--- src/rtl/rv32i_host_pkg.sv ---
// Shared definitions for the RV32I host controller: FSM encoding,
// default ABI register indices and a counter-width helper.
package rv32i_host_pkg;

  typedef enum logic [2:0] {
    IDLE = 3'd0,
    LOAD = 3'd1,
    RUN  = 3'd2,
    DONE = 3'd3,
    ERR  = 3'd4
  } host_state_e;

  localparam int REG_A0 = 10;
  localparam int REG_T6 = 31;

  // One spare bit so the terminal count always fits.
  function automatic int cnt_width(input int cycles);
    return $clog2(cycles) + 1;
  endfunction

endpackage

--- src/rtl/rv32i_host_wdog.sv ---
// RUN-phase watchdog: counts enabled cycles and flags the last allowed one.
module rv32i_host_wdog
  import rv32i_host_pkg::*;
#(
  parameter int TIMEOUT_CYCLES = 65535
) (
  input  logic i_clk,
  input  logic i_rst,
  input  logic i_clr,
  input  logic i_en,
  output logic o_expire
);

  localparam int              CW   = cnt_width(TIMEOUT_CYCLES);
  localparam logic [CW-1:0]   LAST = CW'(TIMEOUT_CYCLES - 1);

  logic [CW-1:0] r_cnt;

  // Cycle counter: cleared outside RUN, advances once per RUN cycle.
  always_ff @(posedge i_clk or posedge i_rst) begin
    if (i_rst)      r_cnt <= '0;
    else if (i_clr) r_cnt <= '0;
    else if (i_en)  r_cnt <= r_cnt + 1'b1;
  end

  // Expiry is combinational so the FSM can leave RUN in the same cycle.
  assign o_expire = i_en && (r_cnt == LAST);

endmodule

--- src/rtl/rv32i_host_ctrl.sv ---
// Host-side controller for an RV32I core: holds the core, injects the
// operands into consecutive registers, releases the core and snoops its
// register-file writes for the result and a completion flag.
module rv32i_host_ctrl
  import rv32i_host_pkg::*;
#(
  parameter int XLEN           = 32,
  parameter int N_ARGS         = 2,
  parameter int ARG_BASE_REG   = REG_A0,
  parameter int RESULT_REG     = REG_A0,
  parameter int DONE_REG       = REG_T6,
  parameter int TIMEOUT_CYCLES = 65535
) (
  input  logic                   i_clk,
  input  logic                   i_rst,
  input  logic                   i_calc_start,
  input  logic [N_ARGS*XLEN-1:0] i_args,
  output logic                   o_busy,
  output logic                   o_done,
  output logic                   o_timeout,
  output logic [XLEN-1:0]        o_result,
  output logic                   o_core_hold,
  output logic                   o_inj_we,
  output logic [4:0]             o_inj_addr,
  output logic [XLEN-1:0]        o_inj_data,
  input  logic                   i_core_we,
  input  logic [4:0]             i_core_waddr,
  input  logic [XLEN-1:0]        i_core_wdata
);

  if (N_ARGS < 1 || N_ARGS > 8 || ARG_BASE_REG + N_ARGS - 1 > 31 ||
      ARG_BASE_REG < 1 || RESULT_REG < 1 || RESULT_REG > 31 ||
      DONE_REG < 1 || DONE_REG > 31 || TIMEOUT_CYCLES < 1) begin : g_bad_cfg
    $error("rv32i_host_ctrl: illegal register map or operand count");
  end

  localparam int                IDX_W    = (N_ARGS > 1) ? $clog2(N_ARGS) : 1;
  localparam logic [IDX_W-1:0]  LAST_IDX = IDX_W'(N_ARGS - 1);
  localparam logic [4:0]        BASE     = 5'(ARG_BASE_REG);
  localparam logic [4:0]        RES_IDX  = 5'(RESULT_REG);
  localparam logic [4:0]        DONE_IDX = 5'(DONE_REG);

  host_state_e            r_state, w_next;
  logic [IDX_W-1:0]       r_idx;
  logic [N_ARGS*XLEN-1:0] r_args;
  logic [XLEN-1:0]        r_shadow;
  logic [XLEN-1:0]        r_result;
  logic                   r_timeout;

  logic                   w_run, w_cap, w_fin, w_expire;
  logic [XLEN-1:0]        w_arg [N_ARGS];

  for (genvar g = 0; g < N_ARGS; g++) begin : g_arg
    assign w_arg[g] = r_args[g*XLEN +: XLEN];
  end

  // Snoop decode; only meaningful while the core is released.
  assign w_run = (r_state == RUN);
  assign w_cap = w_run && i_core_we && (i_core_waddr == RES_IDX) && (i_core_waddr != 5'd0);
  assign w_fin = w_run && i_core_we && (i_core_waddr == DONE_IDX) && (i_core_wdata != '0);

  rv32i_host_wdog #(.TIMEOUT_CYCLES(TIMEOUT_CYCLES)) u_wdog (
    .i_clk    (i_clk),
    .i_rst    (i_rst),
    .i_clr    (!w_run),
    .i_en     (w_run),
    .o_expire (w_expire)
  );

  // State register.
  always_ff @(posedge i_clk or posedge i_rst) begin
    if (i_rst) r_state <= IDLE;
    else       r_state <= w_next;
  end

  // Next state and state-decoded outputs; hold drops only in RUN so the
  // core can never execute while operands are still being injected.
  always_comb begin
    w_next      = r_state;
    o_busy      = 1'b0;
    o_done      = 1'b0;
    o_core_hold = 1'b1;
    o_inj_we    = 1'b0;
    o_inj_addr  = 5'd0;
    o_inj_data  = '0;
    case (r_state)
      IDLE: if (i_calc_start) w_next = LOAD;
      LOAD: begin
        o_busy     = 1'b1;
        o_inj_we   = 1'b1;
        o_inj_addr = BASE + 5'(r_idx);
        o_inj_data = w_arg[r_idx];
        if (r_idx == LAST_IDX) w_next = RUN;
      end
      RUN: begin
        o_busy      = 1'b1;
        o_core_hold = 1'b0;
        // A completion in the expiry cycle still counts as success.
        if (w_fin)         w_next = DONE;
        else if (w_expire) w_next = ERR;
      end
      DONE: begin
        o_done = 1'b1;
        w_next = IDLE;
      end
      ERR:     w_next = IDLE;
      default: w_next = IDLE;
    endcase
  end

  // Datapath: operand latch, injection index, result shadow and flags.
  // The result is loaded on the RUN->DONE edge so it is valid with done;
  // when result and done share a register the in-flight write is used.
  always_ff @(posedge i_clk or posedge i_rst) begin
    if (i_rst) begin
      r_idx     <= '0;
      r_args    <= '0;
      r_shadow  <= '0;
      r_result  <= '0;
      r_timeout <= 1'b0;
    end else begin
      case (r_state)
        IDLE: if (i_calc_start) begin
          r_args    <= i_args;
          r_shadow  <= '0;
          r_timeout <= 1'b0;
          r_idx     <= '0;
        end
        LOAD: r_idx <= (r_idx == LAST_IDX) ? '0 : r_idx + 1'b1;
        RUN: begin
          if (w_cap) r_shadow <= i_core_wdata;
          if (w_fin)         r_result  <= w_cap ? i_core_wdata : r_shadow;
          else if (w_expire) r_timeout <= 1'b1;
        end
        default: ;
      endcase
    end
  end

  assign o_result  = r_result;
  assign o_timeout = r_timeout;

endmodule

--- config.mk ---
export PLATFORM = sky130hd
export DESIGN_NAME = rv32i_host_ctrl
export DESIGN_NICKNAME = d
export VERILOG_FILES = /design/src/rtl/rv32i_host_pkg.sv /design/src/rtl/rv32i_host_wdog.sv /design/src/rtl/rv32i_host_ctrl.sv
export SDC_FILE = /design/constraint.sdc
export NUM_CORES = 1
export LEC_CHECK = 0
export BUFFER_PORTS_ARGS = -buffer_cell sky130_fd_sc_hd__buf_2
export CAP_MARGIN = 20
export CORE_UTILIZATION = 40
export CTS_CLUSTER_DIAMETER = 80
export DETAILED_ROUTE_END_ITERATION = 16
export GPL_TIMING_DRIVEN = 0
export SLEW_MARGIN = 20
export SYNTH_ARGS = -nofsm -noshare
export SYNTH_HDL_FRONTEND = slang
export SYNTH_SLANG_ARGS = --single-unit
--- constraint.sdc ---
create_clock -name i_clk -period 7.6 [get_ports i_clk]
set_input_delay 1.52 -clock i_clk [delete_from_list [all_inputs] [get_ports i_clk]]
set_output_delay 1.52 -clock i_clk [all_outputs]
set_load 0.02 [all_outputs]
---- Word level (Yosys, flattened, before mapping) ----
Index checks and enable logic that the tools add are counted.
word-level totals
  memory bits (writable) .................. 0
  output and inout port bits .............. 74
  word-level logic and storage cells ...... 65
  register bits after elaboration ......... 150
  bits in latches ......................... 0
  bits of input ports ..................... 105
  memories ................................ 0
  ROM bits ................................ 0
cells by class
  bitwise operators ....................... 1
  $mul .................................... 0
  reduce and logical (&&, ||, !) cells .... 18
  div/mod/pow operators ................... 0
  $add $sub $neg .......................... 3
  mux-type cells .......................... 24
  shift operators ......................... 0
  order comparisons ....................... 1
  equality and inequality tests ........... 11
operator list
  operator                                                number
  two-way mux 32 bit                                      6
  one-hot mux 32 bit (2 select lines)                     1
  nonzero test 32 bit                                     1
  adder 17 x 1 -> 17 bit (second input constant)          1
  equality test 17 x 16 -> 1 bit (second input constant)  1
  two-way mux 17 bit                                      1
  two-way mux 3 bit                                       4
  one-hot mux 3 bit (3 select lines)                      1
  two-way mux 1 bit                                       8
  != test 2 bit (second input constant)                   4
  AND reduction 2 bit                                     4
  equality test 3 x 2 -> 1 bit (second input constant)    2
  logical AND 1 bit                                       6
  adder 4 x 1 -> 5 bit (first input constant)             1
  equality test 5 x 4 -> 1 bit (second input constant)    1
  equality test 5 bit (second input constant)             1
  two-way mux 5 bit                                       1
  nonzero test 5 bit                                      1
  one-hot mux 1 bit (2 select lines)                      2
  AND reduction 4 bit                                     1
  nonzero test 2 bit                                      2
  equality test 3 x 1 -> 1 bit (second input constant)    1
  zero test 3 bit                                         1
  != test 3 bit (second input constant)                   1
  other kinds (5)                                         5

---- Logic depth before layout (Yosys ltp) ----
  depth after elaboration ................. 6
  depth in mapped cells ................... 7
  depth with buffers taken out ............ 5

---- By module ----
From an unflattened synthesis, not the netlist that was laid out.
second synthesis, totals
  cells, all modules ...................... 525
  area total of the unflattened synthesis .. 6,842.8 µm²
modules (own cells, without submodules)
  module           seq. area each (µm²)  area an instance (µm²)  times used  cells each
  rv32i_host_ctrl  3,328.2               5,931.9                 1           431
  rv32i_host_wdog  425.4                 910.9                   1           94

---- Worst setup path after synthesis ----
Ideal clock, no wire load.
  kind .................................... input to register
  from .................................... input port i_core_waddr[4]
  to ...................................... register r_result[0], in the netlist o_result[0]
  path slack .............................. 4.545 ns
  arrival time ............................ 2.928 ns
  required time ........................... 7.473 ns
  path buffers ............................ 2
  library setup time ...................... 0.127 ns
  cell stages on the path ................. 6
  path through ............................ or3_1 -> nor3_2 -> buf_6 -> buf_6 -> mux2_1 -> mux2_1
on the way
  cells in the longest elaborated chain, start to end .. 4
  elaborated cells on any way between the ends .. 9
  classes of those cells .................. 2 x eq/ne; 1 x mux; 6 x reduce/logical
RTL lines
  item                                                                 line                                          text
  from (decl)                                                          rv32i_host_ctrl.sv:27                         input logic [4:0] i_core_waddr,
  equality test 5 x 4 -> 1 bit or equality test 5 bit (tied branches)  rv32i_host_ctrl.sv:59, rv32i_host_ctrl.sv:60
  logical AND 1 bit, on equally long branches (2 in a row)             rv32i_host_ctrl.sv:59, rv32i_host_ctrl.sv:60
  two-way mux 32 bit or AND reduction 2 bit (tied branches)            n/a
  to (signal assigned)                                                 rv32i_host_ctrl.sv:132                        if (w_fin) r_result <= w_cap ? i_core_wdata : r_shadow;
  to (decl)                                                            rv32i_host_ctrl.sv:47                         logic [XLEN-1:0] r_result;
Parallel ways exist; a longest one is shown, timed or not.
A chain may end at the register's enable or synchronous reset.

---- Worst setup path after layout ----
  from .................................... register r_idx
  to ...................................... output port o_inj_data[20]
on the way
  cells in the longest elaborated chain, start to end .. 5
RTL lines
  item                                                   line                    text
  from (decl)                                            rv32i_host_ctrl.sv:44   logic [IDX_W-1:0] r_idx;
  from (signal assigned)                                 rv32i_host_ctrl.sv:129  LOAD: r_idx <= (r_idx == LAST_IDX) ? '0 : r_idx + 1'b1;
  NOT 1 -> 2 bit (implied by the code)                   rv32i_host_ctrl.sv:92   o_inj_data = w_arg[r_idx];
  two-way mux 32 bit (implied by the code) (3 in a row)  rv32i_host_ctrl.sv:92
  two-way mux 32 bit                                     rv32i_host_ctrl.sv:86   case (r_state)
  to (decl)                                              rv32i_host_ctrl.sv:25   output logic [XLEN-1:0] o_inj_data,
No other way between the ends. The select of a mux whose other input is x is not followed.

==> impl_metrics.env <==
export IMPL_ios=179
export IMPL_period_minus_slack_ps=3760
export IMPL_start_kind="flop"
export IMPL_power_uw=2740
export IMPL_met1_usage_pct=23.6
export IMPL_synthToLayoutAreaGrowth_pct=25.7
export IMPL_synth_seq_cells=150
export IMPL_synth_cell_types=35
export IMPL_first_pass_iters=4
export IMPL_io_buffer_count=176
export IMPL_drive_above_1_share_pct=33.3
export IMPL_drt_iter0_drc=172
export IMPL_grt_max_degree=82
export IMPL_numPlacedInstances=915
export IMPL_power_per_cell_area_mw_per_mm2=323
export IMPL_netlist_area_leader_share_pct=55.6
export IMPL_async_flop_share_pct=100
export IMPL_cts_setup_buffers=0
export IMPL_hp_class="reg2reg"
export IMPL_grt_pass1_wl_um=25900
export IMPL_tritoncts="done"
export IMPL_period_share_pct=49.5
export IMPL_cts_buffers=17
export IMPL_synth_ff_type="dfrtp_1"
export IMPL_final_nets=821
export IMPL_cts_root_buf="clkbuf_16"
export IMPL_syn_area_per_cell_um2=13.1
export IMPL_fill_cells=1513
export IMPL_grt_use_total_pct=19.0
export IMPL_start_util_pct=40.8
export IMPL_crit_fanout=10
export IMPL_fmax_mhz=266
export IMPL_diodes=0
export IMPL_crit_arrival_ps=2240
export IMPL_relSlewSlack_pct=50.1
export IMPL_final_cells=944
export IMPL_htree_levels=4
export IMPL_totalWireLength_um=15400
export IMPL_path_clk_slew_ps=60
export IMPL_postSynthCellCount=517
export IMPL_final_common_cell="buf_2"
export IMPL_cap_violations=0
export IMPL_rsz0062_at_grt="no"
export IMPL_endpoint_kind="output pin"
export IMPL_seq_area_frac_synth_pct=55.6
export IMPL_ctsLongestPathBuffers=2
export IMPL_cts_resized=0
export IMPL_grt_overflow_total=0
export IMPL_max_vdd_ir_drop_mv=0.202
export IMPL_cp_required_ps=6080
export IMPL_hold_buffers=0
export IMPL_cts_sinks=150
export IMPL_finalSetupViolations=0
export IMPL_fp_coreArea_mm2=0.0165
export IMPL_tightest_slew_ps=749
export IMPL_dp_hpwl_um=11400
export IMPL_placementRows=47
export IMPL_synth_top_cell_by_area="dfrtp_1"
export IMPL_vias=4812
export IMPL_antenna_found_initial=0
export IMPL_hold_viol_final=0
export IMPL_first_global_vias=5107
export IMPL_top_usage_layer="met2"
export IMPL_status="finished, final reports clean"
export IMPL_dieWidth_um=132
export IMPL_die_area_mm2=0.0174
export IMPL_worstSetupPathType="reg2out"
export IMPL_fin_hold_ws_ps=478
export IMPL_synth_area_leaders="dfrtp_1, mux2_1, mux2i_1"
export IMPL_syn_cell_area_mm2=0.00675
export IMPL_gp_congestion=0.812
export IMPL_routed_via_density=5.10
export IMPL_clk_insertion_delay_late_ps=420
export IMPL_leakage_uw=0.00429
export IMPL_use_met2_pct=30.1
export IMPL_die_h_um=132
export IMPL_synth_edff_count=0
export IMPL_drtAntennaViolNets=0
export IMPL_drc=0
export IMPL_fin_setup_tns_ps=0
export IMPL_post_drt_wl_per_cell_um=16.3
export IMPL_clock_skew_ps=7.55
export IMPL_yosysWarnings=0
export IMPL_grt_use_met3_pct=7.19
export IMPL_final_cell_mix="buf_2, dfrtp_1, mux2_1"
export IMPL_slew_violations=0
registers in the layout (all words and copies together), names as in the netlist:
| name | cells |
|---|---|
| r_shadow | 32 |
| r_state | 3 |
| o_result | 32 |
| u_wdog.r_cnt | 17 |
| r_idx | 1 |
| r_args | 64 |
| o_timeout | 1 |
critical path, cell delays in order, from the launching register on:
cell and delay, ps:
dfrtp_1 320, clkbuf_1 360, clkbuf_1 620, mux2i_1 290, nor2_1 50, buf_2 180
per-stage QoR:
| step | cell area, µm² | worst slack (ps) | util [%] |
|---|---|---|---|
| after floorplan | 6750 | 2040 | - |
| final | 8480 | 3840 | 51.3 |
| after global placement | 7910 | 450 | 47.9 |
| after global routing | 8480 | 3640 | 51.3 |
| after CTS | 8480 | 3740 | 51.3 |
| after detailed placement | 7940 | 4200 | 48.1 |
power by group:
part	total [µW]	internal [µW]	switching, µW	leakage, µW
logic	881	366	515	0.00208
clock network	771	459	312	0.000259
registers	1090	990	96.5	0.00195
logic make-up after synthesis:
group / share of synthesized area (%)
AOI/OAI and AO/OA: 5.54
xor gates and xnor gates: 1.43
adders and majority gates: 0.371
buffers and inverters: 3.84
DFF: 55.6
muxes: 26.1
other: 0.0556
and+or+nand+nor: 7.03
cells in the mapped netlist, types with 2 or more instances:
cell	instances
dfrtp_1	150
mux2_1	123
nor2_1	52
a22o_1	32
mux2i_1	32
buf_2	15
inv_1	11
clkbuf_1	10
nor4_1	10
xnor2_1	9
nand4_1	8
nand3_1	7
nor3_1	7
buf_6	6
nand2_1	6
a21oi_1	5
buf_4	5
mux2_2	5
or3_1	4
a31o_2	3
ha_1	2
xor2_1	2
worst paths after layout:
| kind | startpoint | end | slack (ps) | depth (start not counted) |
|---|---|---|---|---|
| setup / recovery | r_idx | o_inj_data[20] | 3840 | 5 |
| setup reg to reg | r_state[0] | o_result[19] | 5260 | 7 |
| hold reg to reg | o_result[3] | o_result[3] | 480 | 1 |
| hold / removal | o_result[3] | o_result[3] | 480 | 1 |
| min in group asynchronous | i_rst | r_args[26] | 1140 | 2 |
| max in group asynchronous | i_rst | u_wdog.r_cnt[2] | 5720 | 3 |
cell type report:
cell class / instances / area [µm²] / area share [%]
multi-input combinational: 321 / 2740 / 32.3
tap: 220 / 275 / 3.25
inverter: 11 / 48.8 / 0.575
clock inverter: 9 / 81.3 / 0.959
timing repair buffer: 177 / 908 / 10.7
buffer: 36 / 218 / 2.57
sequential: 150 / 3750 / 44.3
clock buffer: 20 / 457 / 5.39
per-layer routing:
metal | vias to the layer above | share of wire (%) | routed length [µm]
met2 | 165 | 46 | 7080
met1 | 2380 | 45 | 6870
met4 | 0 | 1.2 | 186
li1 | 2248 | - | -
met3 | 19 | 8.3 | 1280
met5 | - | 0 | 0
Note: power is estimated with default switching activity, not from simulation.
